===== src/rtl/cba_pkg.sv =====
// Shared definitions for the pipelined carry-bypass adder.
//   num_stages()  : pipe depth derived from WIDTH / (GROUP * GROUPS_PER_STAGE)
//   width_legal() : true when WIDTH splits evenly into whole pipe stages
//   cba_stage_ctl_t : per-stage control fields of the stage record
package cba_pkg;

  function automatic int unsigned num_stages(input int unsigned width,
                                             input int unsigned group,
                                             input int unsigned gps);
    if ((group * gps) == 0) return 0;
    return width / (group * gps);
  endfunction

  function automatic bit width_legal(input int unsigned width,
                                     input int unsigned group,
                                     input int unsigned gps);
    if (width == 0 || group == 0 || gps == 0) return 1'b0;
    return (width % (group * gps)) == 0;
  endfunction

  // valid : beat present in this bank
  // carry : carry leaving the highest bit resolved so far
  // ovf   : signed overflow of the prefix resolved so far (final in last bank)
  typedef struct packed {
    logic valid;
    logic carry;
    logic ovf;
  } cba_stage_ctl_t;

endpackage


===== src/rtl/pipelined_carry_bypass_adder_if.sv =====
// Stream interface of the pipelined carry-bypass adder.
//   in_valid/in_ready   : operand beat handshake (in1, in2, c_in, sub)
//   out_valid/out_ready : result handshake (sum, c_out, overflow)
//   master : producer/consumer side (testbench, upstream logic)
//   slave  : the adder itself
interface pipelined_carry_bypass_adder_if #(
  parameter int unsigned WIDTH = 32
);
  logic             in_valid;
  logic             in_ready;
  logic [WIDTH-1:0] in1;
  logic [WIDTH-1:0] in2;
  logic             c_in;
  logic             sub;
  logic             out_valid;
  logic             out_ready;
  logic [WIDTH-1:0] sum;
  logic             c_out;
  logic             overflow;

  modport master (
    output in_valid, in1, in2, c_in, sub, out_ready,
    input  in_ready, out_valid, sum, c_out, overflow
  );

  modport slave (
    input  in_valid, in1, in2, c_in, sub, out_ready,
    output in_ready, out_valid, sum, c_out, overflow
  );
endinterface


===== src/rtl/cba_group.sv =====
// One carry-bypass group: GROUP-bit ripple adder with a bypass mux on the
// carry output.
//   a, b : group operand bits
//   cin  : carry into the group
//   s    : group sum bits
//   cout : carry out; taken straight from cin when every bit propagates
module cba_group #(
  parameter int unsigned GROUP = 4
) (
  input  logic [GROUP-1:0] a,
  input  logic [GROUP-1:0] b,
  input  logic             cin,
  output logic [GROUP-1:0] s,
  output logic             cout
);
  logic [GROUP:0] c;
  logic           p;

  always_comb begin
    s    = '0;
    c    = '0;
    c[0] = cin;
    for (int unsigned i = 0; i < GROUP; i++) begin
      s[i]     = a[i] ^ b[i] ^ c[i];
      c[i + 1] = (a[i] & b[i]) | ((a[i] ^ b[i]) & c[i]);
    end
    p    = &(a ^ b);
    cout = p ? cin : c[GROUP];
  end
endmodule


===== src/rtl/pipelined_carry_bypass_adder.sv =====
// Pipelined carry-bypass adder/subtractor with a valid/ready stream.
//   clk, rst_n : rising-edge clock, asynchronous active-low reset
//   bus        : slave side of pipelined_carry_bypass_adder_if
//                (in1/in2/c_in/sub in, sum/c_out/overflow out)
// Each pipe stage resolves GROUP*GROUPS_PER_STAGE bits through a chain of
// bypass groups and registers one bank. sum = A+B+c_in or A-B-c_in mod 2^WIDTH.
module pipelined_carry_bypass_adder
  import cba_pkg::*;
#(
  parameter int unsigned WIDTH            = 32,
  parameter int unsigned GROUP            = 4,
  parameter int unsigned GROUPS_PER_STAGE = 2
) (
  input logic                           clk,
  input logic                           rst_n,
  pipelined_carry_bypass_adder_if.slave bus
);
  localparam int unsigned SEG      = GROUP * GROUPS_PER_STAGE;
  localparam bit          WIDTH_OK = width_legal(WIDTH, GROUP, GROUPS_PER_STAGE);
  localparam int unsigned STAGES   = num_stages(WIDTH, GROUP, GROUPS_PER_STAGE);

  if (!WIDTH_OK) begin : g_width_check
    $error("WIDTH must be a non-zero multiple of GROUP*GROUPS_PER_STAGE");
  end

  // Operands travel shifted right by SEG per stage so the next unresolved
  // segment always sits at bit 0. The sum fills in from the top: each stage
  // shifts the partial sum down and inserts its segment at the MSB end, so
  // after STAGES banks it is fully aligned.
  typedef struct packed {
    cba_stage_ctl_t   ctl;
    logic [WIDTH-1:0] sum_part;
    logic [WIDTH-1:0] a_rest;
    logic [WIDTH-1:0] b_rest;
  } stage_t;

  stage_t           stage_q [STAGES];
  stage_t           stage_d [STAGES];
  logic             adv;
  logic [WIDTH-1:0] b_prep;
  logic             cin_prep;

  // Subtraction as A + ~B + ~borrow_in; c_out then reads as "no borrow".
  always_comb begin
    b_prep   = bus.sub ? ~bus.in2 : bus.in2;
    cin_prep = bus.sub ? ~bus.c_in : bus.c_in;
  end

  // Single global enable: the whole pipe moves unless a finished result is
  // waiting on downstream. Bubbles move like beats.
  assign adv = !stage_q[STAGES-1].ctl.valid || bus.out_ready;

  for (genvar s = 0; s < STAGES; s++) begin : g_stage
    logic             src_valid;
    logic             src_cin;
    logic [WIDTH-1:0] src_a;
    logic [WIDTH-1:0] src_b;
    logic [WIDTH-1:0] src_sum;
    logic [SEG-1:0]   seg_s;
    logic [WIDTH-1:0] seg_wide;
    logic             seg_cout;
    logic             msb_cin;

    if (s == 0) begin : g_src
      assign src_valid = bus.in_valid;
      assign src_cin   = cin_prep;
      assign src_a     = bus.in1;
      assign src_b     = b_prep;
      assign src_sum   = '0;
    end else begin : g_src
      assign src_valid = stage_q[s-1].ctl.valid;
      assign src_cin   = stage_q[s-1].ctl.carry;
      assign src_a     = stage_q[s-1].a_rest;
      assign src_b     = stage_q[s-1].b_rest;
      assign src_sum   = stage_q[s-1].sum_part;
    end

    for (genvar g = 0; g < GROUPS_PER_STAGE; g++) begin : g_grp
      logic cin_g;
      logic cout_g;

      if (g == 0) begin : g_cin
        assign cin_g = src_cin;
      end else begin : g_cin
        assign cin_g = g_grp[g-1].cout_g;
      end

      cba_group #(
        .GROUP(GROUP)
      ) u_group (
        .a   (src_a[g*GROUP +: GROUP]),
        .b   (src_b[g*GROUP +: GROUP]),
        .cin (cin_g),
        .s   (seg_s[g*GROUP +: GROUP]),
        .cout(cout_g)
      );
    end

    assign seg_cout = g_grp[GROUPS_PER_STAGE-1].cout_g;
    // Carry into the segment MSB recovered from its sum bit and operand bits.
    assign msb_cin  = seg_s[SEG-1] ^ src_a[SEG-1] ^ src_b[SEG-1];

    always_comb begin
      seg_wide            = '0;
      seg_wide[SEG-1:0]   = seg_s;
      stage_d[s]          = stage_q[s];
      if (adv) begin
        stage_d[s].ctl.valid = src_valid;
        stage_d[s].ctl.carry = seg_cout;
        stage_d[s].ctl.ovf   = msb_cin ^ seg_cout;
        stage_d[s].sum_part  = (src_sum >> SEG) | (seg_wide << (WIDTH - SEG));
        stage_d[s].a_rest    = src_a >> SEG;
        stage_d[s].b_rest    = src_b >> SEG;
      end
    end

    always_ff @(posedge clk or negedge rst_n) begin
      if (!rst_n) begin
        stage_q[s] <= '0;
      end else begin
        stage_q[s] <= stage_d[s];
      end
    end
  end

  assign bus.in_ready  = adv;
  assign bus.out_valid = stage_q[STAGES-1].ctl.valid;
  assign bus.sum       = stage_q[STAGES-1].sum_part;
  assign bus.c_out     = stage_q[STAGES-1].ctl.carry;
  assign bus.overflow  = stage_q[STAGES-1].ctl.ovf;

endmodule

===== src/flat_wrapper.sv =====
// flat-port wrapper written by rule: the top's interface ports become plain ports
module pipelined_carry_bypass_adder_flat import cba_pkg::*;
#(
  parameter int unsigned WIDTH            = 32,
  parameter int unsigned GROUP            = 4,
  parameter int unsigned GROUPS_PER_STAGE = 2
)
  (clk, rst_n, bus_in_valid, bus_in1, bus_in2, bus_c_in, bus_sub, bus_out_ready, bus_in_ready, bus_out_valid, bus_sum, bus_c_out, bus_overflow);
  pipelined_carry_bypass_adder_if #(.WIDTH(WIDTH)) bus_i ();
  input logic clk;
  input logic rst_n;
  input wire logic [$bits(bus_i.in_valid)-1:0] bus_in_valid;
  input wire logic [$bits(bus_i.in1)-1:0] bus_in1;
  input wire logic [$bits(bus_i.in2)-1:0] bus_in2;
  input wire logic [$bits(bus_i.c_in)-1:0] bus_c_in;
  input wire logic [$bits(bus_i.sub)-1:0] bus_sub;
  input wire logic [$bits(bus_i.out_ready)-1:0] bus_out_ready;
  output wire logic [$bits(bus_i.in_ready)-1:0] bus_in_ready;
  output wire logic [$bits(bus_i.out_valid)-1:0] bus_out_valid;
  output wire logic [$bits(bus_i.sum)-1:0] bus_sum;
  output wire logic [$bits(bus_i.c_out)-1:0] bus_c_out;
  output wire logic [$bits(bus_i.overflow)-1:0] bus_overflow;
  assign bus_i.in_valid = bus_in_valid;
  assign bus_i.in1 = bus_in1;
  assign bus_i.in2 = bus_in2;
  assign bus_i.c_in = bus_c_in;
  assign bus_i.sub = bus_sub;
  assign bus_i.out_ready = bus_out_ready;
  assign bus_in_ready = bus_i.in_ready;
  assign bus_out_valid = bus_i.out_valid;
  assign bus_sum = bus_i.sum;
  assign bus_c_out = bus_i.c_out;
  assign bus_overflow = bus_i.overflow;
  pipelined_carry_bypass_adder #(.WIDTH(WIDTH), .GROUP(GROUP), .GROUPS_PER_STAGE(GROUPS_PER_STAGE)) u_core (.clk(clk), .rst_n(rst_n), .bus(bus_i));
endmodule

===== config.mk =====
export PLATFORM = sky130hd
export DESIGN_NAME = pipelined_carry_bypass_adder_flat
export DESIGN_NICKNAME = d
export VERILOG_FILES = /design/src/rtl/cba_pkg.sv /design/src/rtl/pipelined_carry_bypass_adder_if.sv /design/src/rtl/cba_group.sv /design/src/rtl/pipelined_carry_bypass_adder.sv /design/src/flat_wrapper.sv
export SDC_FILE = /design/constraint.sdc
export NUM_CORES = 1
export LEC_CHECK = 0
export BUFFER_PORTS_ARGS = -buffer_cell sky130_fd_sc_hd__buf_4
export CAP_MARGIN = 15
export CORE_UTILIZATION = 40
export CTS_BUF_LIST = sky130_fd_sc_hd__clkbuf_4
export CTS_CLUSTER_DIAMETER = 100
export DETAILED_ROUTE_END_ITERATION = 6
export HOLD_SLACK_MARGIN = 0.02
export SLEW_MARGIN = 30
export SYNTH_ARGS = -nofsm -noshare
export SYNTH_HDL_FRONTEND = slang
export SYNTH_HIERARCHICAL = 1
export SYNTH_SLANG_ARGS = --single-unit

===== constraint.sdc =====
create_clock -name clk -period 3.3 [get_ports clk]
set_input_delay 0.825 -clock clk [delete_from_list [all_inputs] [get_ports clk]]
set_output_delay 0.825 -clock clk [all_outputs]
set_load 0.02 [all_outputs]

==> summary by stage, run 1 <==
Floorplan
The die area is 23500 um^2. From bottom edge to top edge, the die measures 153 um. Once the floorplan was initialized, standard cells occupied 40.6% of the core.

The width of the chip is 153 um. The core outline area is 22600 um^2. For this design the top-level I/O count stands at 106.

The floorplan has 55 rows.

Pwr
Of the total power, the share spent switching nets is 34.4%. IR analysis of the VDD net gives a maximum drop of 0.000341 V. In this run the power spent charging and discharging nets is 3.55 mW. The combinational share of power is 50.0%.

For this design the ratio of total power to cell area is 950 nW/um^2. The sequential group share of total power is 38.9%. For this design the static power due to leakage is 5.40 nW. The clock share of power is 11.1%.

Internal power comes to 6.78 mW.

Routing
After detailed routing, the met2 layer carries 7780 um of wire. The final layout contains routed wiring with a total length of 15900 um. The detailed router placed 4848 vias in this run. Once detail routing completed, the nets flagged for antenna violations numbered 0. For this block, wires on met1 add up to 7300 um. Detailed routing placed a total of 588 um of wire on met3. After the first detailed-routing iteration, the DRC count stood at 141.

The highest metal layer carrying signal wires in the routed design is met4. For this run, design rule violations remaining after detail routing come to 0. The average wire per cell in the routed design is 15.0 um. After detailed routing, the number of vias per cell comes to 4.59.

The first TritonRoute pass finished after 4 iterations.

Setup path
The internal reg-to-reg setup slack is -540 ps. Walking the worst path, the cells encountered are inv_2 > fa_2 > inv_2 > fa_2 > fa_2 > inv_2 > fa_2 > mux2i_4 > inv_2 > fa_2 > inv_2 > fa_2 > fa_2 > inv_2 > fa_2 > inv_2 > xnor2_2 > xnor2_1 > a21oi_1. Counting both buffers and inverters, the worst setup path holds a total of 7. The critical path's slowest cell is fa_2. By startpoint and endpoint, the worst setup path is classified as register to register.

The depth of the most critical reg-to-reg path is 19. The most numerous cell type found on the critical path is fa_2. The origin of the critical flop-to-flop path is u_core/g_stage[3].g_grp[0].cin_g. The critical path startpoint category is a register.

At the worst endpoint, the arrival time is 4270 ps. Along the worst path, the maximum fanout reaches 2. The endpoint of the most critical register-to-register path is u_core/bus.overflow.

The worst setup path is captured at a register. In this design, the stage delay of the slowest critical-path cell is 520 ps. The required time at the endpoint of the critical path is 3720 ps. The cell type group with the largest total delay on the critical path is adder cells.

Yosys
The post-synthesis area per instance is 15.0 um^2. The share of synthesized area occupied by flip-flops and latches is 50.5%. The cell area that synthesis handed to floorplanning was 9170 um^2. After synthesis, the netlist uses 18 different library cells. When the netlist entered floorplanning its net count stood at 745. The count of warnings emitted by yosys is 6. After technology mapping, the gate count stands at 611.

In this run, synthesis produced a sequential element count of 185.

Timing
The headroom to the max-slew limit is 39.6%. The final count of pins violating max slew was 0. The number of failing hold endpoints at the final stage was 0.

The worst path uses 116% of the clock period. The total of endpoints with negative setup slack in the final report is 11. Setup repair after global routing could not meet its margin everywhere. The pin slew with the least headroom to its limit is 907 ps. Summed over all failing endpoints, the final setup total negative slack is -2940 ps.

The maximum clock skew at final layout is 17.9 ps. The minimum setup slack in the final design is -544 ps. The shortest clock period the worst path allows after layout is 3840 ps.

The achievable clock frequency is 260 MHz.

Layout
Cells with a size suffix above 1 make up 52.8% of the layout. Summing all non-filler instances in the final layout gives an area of 10900 um^2. The count of nets after finishing is 892.

The most common cell after layout, fill and taps aside is dfrtp_1. From synthesis to final layout, the design area changed by 18.6%. In the layout the commonest cells are dfrtp_1 (185), buf_4 (150), mux2_4 (137).

The layout has 1975 filler cells.

Clock network
The number of buffers created by CTS is 17. The number of clock sinks is 185. The H-tree level count is 4. Clock-pin slew was measured on the worst setup and hold paths at 160 ps. Buffers inserted to repair hold after CTS numbered 0. The longest clock path from root to sink contains 2 buffers.

The insertion delay to the later sink of the worst-skew pair is 570 ps. TritonCTS built the clock tree. The master cell of the clock root buffer is clkbuf_4.

Global routing
Global routing used 14.7% of the available tracks across all layers. The number of antenna violations at the first check in global routing is 1. The first global-routing pass estimated 27100 um of wire. The largest net degree at the start of global routing is 126. Global routing finished with a remaining overflow of 0. The number of global-route vias before repair is 5354.

Place
The final weighted congestion of routability-driven global placement is 0.766. The port buffer count is 105. The cell area after placement is 10400 um^2. After legalization and detailed placement, the total HPWL measured 10700 um.

Flow run
The number of max-capacitance violations reported is 0.

Min path
The worst hold-check path type is input port to asynchronous set/reset pin.

Outcome
The final reports fail on negative setup slack. The flow ran to the end, but the final reports show violations.
## metrics by stage
step / power (mW) / utilization [%] / hold WS, ps / cells / worst slack, ps
final: 10.3 / 48.2 / 204 / 1057 / -544
after global routing: 11.2 / 48.2 / 147 / 1057 / -723
after CTS: 10.4 / 48.0 / 168 / 1053 / -563
after detailed placement: 8.89 / 46.0 / 471 / 1004 / -1070
after global placement: 8.70 / 46.0 / 441 / 1004 / -928
after floorplan: 7.48 / - / 430 / 611 / -949
## power groups by stage
stage,clock [mW],combinational [mW],sequential (mW)
4_1_cts,1.22,5.18,4.03
2_1_floorplan,0,3.33,4.15
5_1_grt,1.32,5.68,4.16
3_3_place_gp,0,4.69,4.02
6_report,1.15,5.17,4.02
3_5_place_dp,0,4.82,4.07
## final cells by class
type	instances	area, um^2	area share, %
antenna	1	2.50	0.0230
clock buffer	18	135	1.24
clock inverter	14	119	1.09
inverter	72	270	2.48
multi-input combinational	327	4150	38.1
sequential	185	4630	42.5
tap	285	357	3.28
timing repair buffer	155	1220	11.2
## registers in the layout, summed over array words and instances (netlist names)
name                        flops
u_core/bus.sum                 32
u_core/g_stage.src_sum         48
u_core/bus.overflow             1
u_core/g_stage.src_b           48
u_core/g_stage.src_a           48
u_core/g_stage.g_grp.cin_g      3
u_core/bus.c_out                1
u_core/bus.out_valid            1
u_core/g_stage.src_valid        3
## cell usage after synthesis
cell / count / area share (%)
nand2b_4: 1 / 0.15
xnor2_1: 27 / 2.6
xor2_1: 9 / 0.86
mux2_2: 23 / 2.8
mux2i_1: 8 / 0.87
nand4_1: 8 / 0.55
buf_6: 16 / 2.0
clkbuf_4: 1 / 0.082
buf_4: 4 / 0.33
mux2_4: 136 / 22
nor2_1: 25 / 1.0
fa_1: 32 / 7.0
inv_1: 72 / 2.9
nand2b_1: 1 / 0.068
dfrtp_1: 185 / 50
a21oi_1: 25 / 1.4
ha_1: 32 / 4.4
buf_2: 6 / 0.33
## per-layer routing
layer / global-route usage [%] / vias to the layer above
met2: 24.0 / 75
met5: 0 / -
met4: 4.67 / 0
met3: 4.14 / 10
met1: 18.8 / 2493
li1: - / 2270
## what timing repair did
action                                  CTS  global route
endpoints found under the setup margin   14            13
resized for setup                        37             8
buffers inserted                         17             3
pin swaps                                 9             6
## cells by family after synthesis
| group | synth area share, % |
|---|---|
| AND/OR/NAND/NOR | 1.79 |
| AO/OA/AOI/OAI | 1.36 |
| multiplexers | 26.0 |
| adder cells (fa/ha/maj) | 11.3 |
| buffers and inverters | 5.65 |
| XOR/XNOR | 3.44 |
| flip-flops | 50.5 |
## worst max path at each step
stage                                     to  cells past startpoint                        startpoint  slack, ps
6_report                 u_core/bus.overflow                     19  u_core/g_stage[3].g_grp[0].cin_g       -540
5_1_grt                  u_core/bus.overflow                     19  u_core/g_stage[3].g_grp[0].cin_g       -720
4_1_cts                  u_core/bus.overflow                     19        u_core/g_stage[3].src_a[0]       -560
3_5_place_dp   u_core/g_stage[1].src_sum[31]                     19                           bus_sub      -1070
3_3_place_gp   u_core/g_stage[1].src_sum[31]                     19                           bus_sub       -930
2_1_floorplan  u_core/g_stage[1].src_sum[31]                     20                           bus_sub       -950
No activity file was read; power rests on OpenSTA's default activity.
==> run 2: changes to the inputs <==
--- a/config.mk
+++ b/config.mk
@@ -5,6 +5,7 @@
 export SDC_FILE = /design/constraint.sdc
 export NUM_CORES = 1
 export LEC_CHECK = 0
+export ABC_AREA = 1
 export BUFFER_PORTS_ARGS = -buffer_cell sky130_fd_sc_hd__buf_4
 export CAP_MARGIN = 15
 export CORE_UTILIZATION = 40
==> run 2 against run 1 <==
Compared with the run above:
- the run still ends with negative setup slack left
- clock skew rose by 6.7 ps
- clock power rose by 11%
- non-clock buffer count rose by 7
- sequential share of layout area rose by 1.2 points
- die area fell by 4.7%
- via count rose by 26%
- area after synthesis fell by 4.8%
- critical path depth rose by 5
- fmax rose by 4.0%
- worst setup slack improved by 150 ps
- critical path type unchanged
- critical endpoint unchanged
==> summary by stage, run 2 <==
Outcome
The flow ran to the end, but the final reports show violations. The checks that failed: negative setup slack.

Pwr
Combinational logic burns 45.1% of the power. The internal power of the cells is 5.59 mW. The switching component of the power is 3.82 mW.

Power spread over the standard cell area amounts to 889 nW/um^2. In this run, flip-flops and latches consume 41.3% of the power. The clock network is responsible for 13.6% of the overall power. The leakage power is 5.60 nW. The fraction of power spent switching nets is 40.6%. The total power after layout is 9.41 mW.

The maximum vdd ir drop is 0.000287 V.

Layout
The count of nets after finishing is 1249. In the final layout, the multi-input gates occupy 3590 um^2. In the layout the commonest cells are nand2_1 (446), dfrtp_1 (185), buf_4 (148). The layout filler cell count is 2087.

After routing the design area is 10600 um^2. The filler-free cell count of the finished design is 1404. The most common cell after layout, fill and taps aside is nand2_1. The sequential cells in the finished layout cover a total of 4630 um^2. From synthesis to final layout, the design area changed by 21.1%. The share of cells above drive strength 1 is 23.8%.

Routing
After detailed routing, the average wire length per cell comes to 12.3 um. The detailed router placed 6099 vias in this run. The post-detailed-route via-to-cell ratio is 4.34. In the routed design, unresolved DRC markers number 0.

The detailed-router iteration count before antenna repair is 5. The count of nets left with antenna violations once routing finished came out at 0. The total wire length is 17200 um. The initial DRC count is 352.

Yosys
The synthesized netlist occupies a cell area of 8730 um^2. The net count after synthesis is 1111. The library cell occupying the most area in the post-synthesis netlist is dfrtp_1.

The post-synthesis area per instance is 8.94 um^2. In this run, distinct cell masters in the synthesized netlist total 18. The synthesized design devotes to its leading area cell type 53.0% of total area. The post-synthesis async set-or-reset flop share is 100%.

The commonest cells after synthesis are nand2_1 (449), dfrtp_1 (185), inv_1 (109). The share of synthesized area occupied by flip-flops and latches is 53.0%. The count of warnings emitted by yosys is 6. The dominant synthesized flop cell is dfrtp_1. Synthesis produced a netlist whose cell count is 977. The number of flops mapped to enable cells by yosys is 0. The register bit total from synthesis is 185. Sorting the synthesized cells by area gives the leading types as dfrtp_1 (53%), nand2_1 (19%), fa_1 (7.3%). The most frequently used cell type in the post-synthesis netlist is nand2_1.

Floorplan
The core region is 21200 um^2. The die is 150 um tall. The number of placement rows is 53. The number of top-level design ports is 106. The die is 150 um wide. The die covers 22400 um^2. The initial core utilization is 41.2%.

Place
Including well taps, the total number of placed cells is 1345. In this run the cell area measured after placement is 9980 um^2. The port buffer count is 105.

The HPWL reported at the end of detailed placement is 11000 um. The final weighted congestion of routability-driven global placement is 0.756.

Timing
The number of failing hold endpoints at the final stage is 0. The total of endpoints with negative setup slack in the final report is 9. For the final database, setup skew stands at 24.6 ps. The shortest clock period the worst path allows after layout is 3700 ps. Of the available clock period, the critical path in the final layout requires 112%. The pin slew with the least headroom to its limit is 935 ps. The achievable clock frequency is 270 MHz. The headroom to the max-slew limit is 37.6%. After routing, the total negative slack on setup checks comes to -2050 ps. The minimum setup slack in the final design is -397 ps. Setup repair after global routing could not meet its margin everywhere.

The final count of pins violating max slew was 0.

Setup path
STA classifies the critical path endpoint as a register. The endpoint arrival time on the critical path is 4170 ps. The critical path is of the register to register type. STA classifies the critical path startpoint as a register. The maximum fanout encountered on the critical timing path is 3. For the worst setup path, the data required time is 3770 ps.

Flow run
The number of max-capacitance violations reported is 0.

Clock network
TritonCTS built the clock tree. Clock latency on the worst-skew pair, taken at its later pin, is 570 ps. The number of clock sinks is 185.

The post-cts hold buffer count is 0. The H-tree generated during clock tree synthesis spans 4 levels. Clock-pin slew was measured on the worst setup and hold paths at 160 ps. The number of buffers created by CTS is 17. The tree is rooted in a clkbuf_4.

The clock passes through at most 2 buffers.

Global routing
The number of antenna violations at the first check in global routing was 1. Global routing finished with a remaining overflow of 0. The number of global-route vias before repair is 5935.

The first global-routing pass estimated 29500 um of wire. The global-route usage over all layers is 16.8%. Entering global routing, the biggest net connects 208 pins.

Min path
The worst hold-check path type is input port to asynchronous set/reset pin.
[run 2: cells by family after synthesis]
kind of cell	count (synthesis)	share of synthesized area [%]
AND/OR/NAND/NOR	461	19.9
AO/OA/AOI/OAI	81	4.64
XOR/XNOR	33	3.31
adder cells (fa/ha/maj)	64	11.9
flip-flops	185	53.0
buffers and inverters	153	7.22
[run 2: power groups by stage]
stage / logic (mW) / clock network [mW] / registers, mW
finish: 4.24 / 1.28 / 3.89
global route: 4.95 / 1.43 / 4.03
global placement: 3.86 / 0 / 3.92
detailed placement: 3.94 / 0 / 3.95
floorplan: 2.39 / 0 / 4.06
CTS: 4.19 / 1.34 / 3.91
[run 2: per-layer routing]
layer | global-route usage (%) | wire length, um | part of all wire [%]
met4 | 5.66 | 262 | 1.5
met1 | 25.3 | 8760 | 51
met3 | 2.90 | 528 | 3.1
met5 | 0 | 0 | 0
met2 | 24.5 | 7670 | 45
[run 2: final cells by class]
cell class / instances / area share (%)
diodes: 1 / 0.0237
clock buffers: 17 / 1.21
clock inverters: 15 / 1.57
flip-flops and latches: 185 / 43.8
well taps: 275 / 3.25
repair buffers: 162 / 12.3
multi-input cells: 639 / 33.9
inverters: 110 / 3.93
[run 2: stage by stage]
stage               util, %  setup slack [ps]  hold WS [ps]
global route           49.9              -645           214
CTS                    49.5              -431           201
finish                 49.9              -397           245
detailed placement     47.0              -994           451
floorplan                 -              -861           420
global placement       47.0              -892           441
[run 2: path summary, 6_finish.rpt]
kind	start	endpoint	depth (start not counted)	slack, ps
setup / recovery	u_core/g_stage[3].src_a[0]	u_core/bus.overflow	24	-400
setup reg to reg	u_core/g_stage[3].src_a[0]	u_core/bus.overflow	24	-400
max in group asynchronous	rst_n	u_core/bus.sum[29]	2	2330
min in group clk	bus_in1[31]	u_core/g_stage[1].src_a[23]	3	440
hold / removal	rst_n	u_core/g_stage[1].src_b[1]	1	250
hold reg to reg	u_core/g_stage[2].src_a[10]	u_core/g_stage[3].src_a[2]	2	480
[run 2: what timing repair did]
action	CTS	global route
endpoints found under the setup margin	9	12
gates cloned	0	0
resized for setup	27	29
pin swaps	8	11
buffers inserted	28	8
[run 2: critical path: stages (launching register included)]
cell,delay [ps]
dfrtp_1,390
inv_2,50
fa_2,370
inv_2,60
fa_2,180
fa_2,190
inv_2,30
fa_1,340
inv_1,60
o21ai_1,50
nand2_1,100
inv_2,50
fa_2,330
inv_2,60
fa_2,180
fa_2,190
inv_2,40
fa_2,510
inv_2,40
nand2_1,70
inv_1,40
nor2_1,90
nand2_1,50
nand3_1,60
nand2_1,60
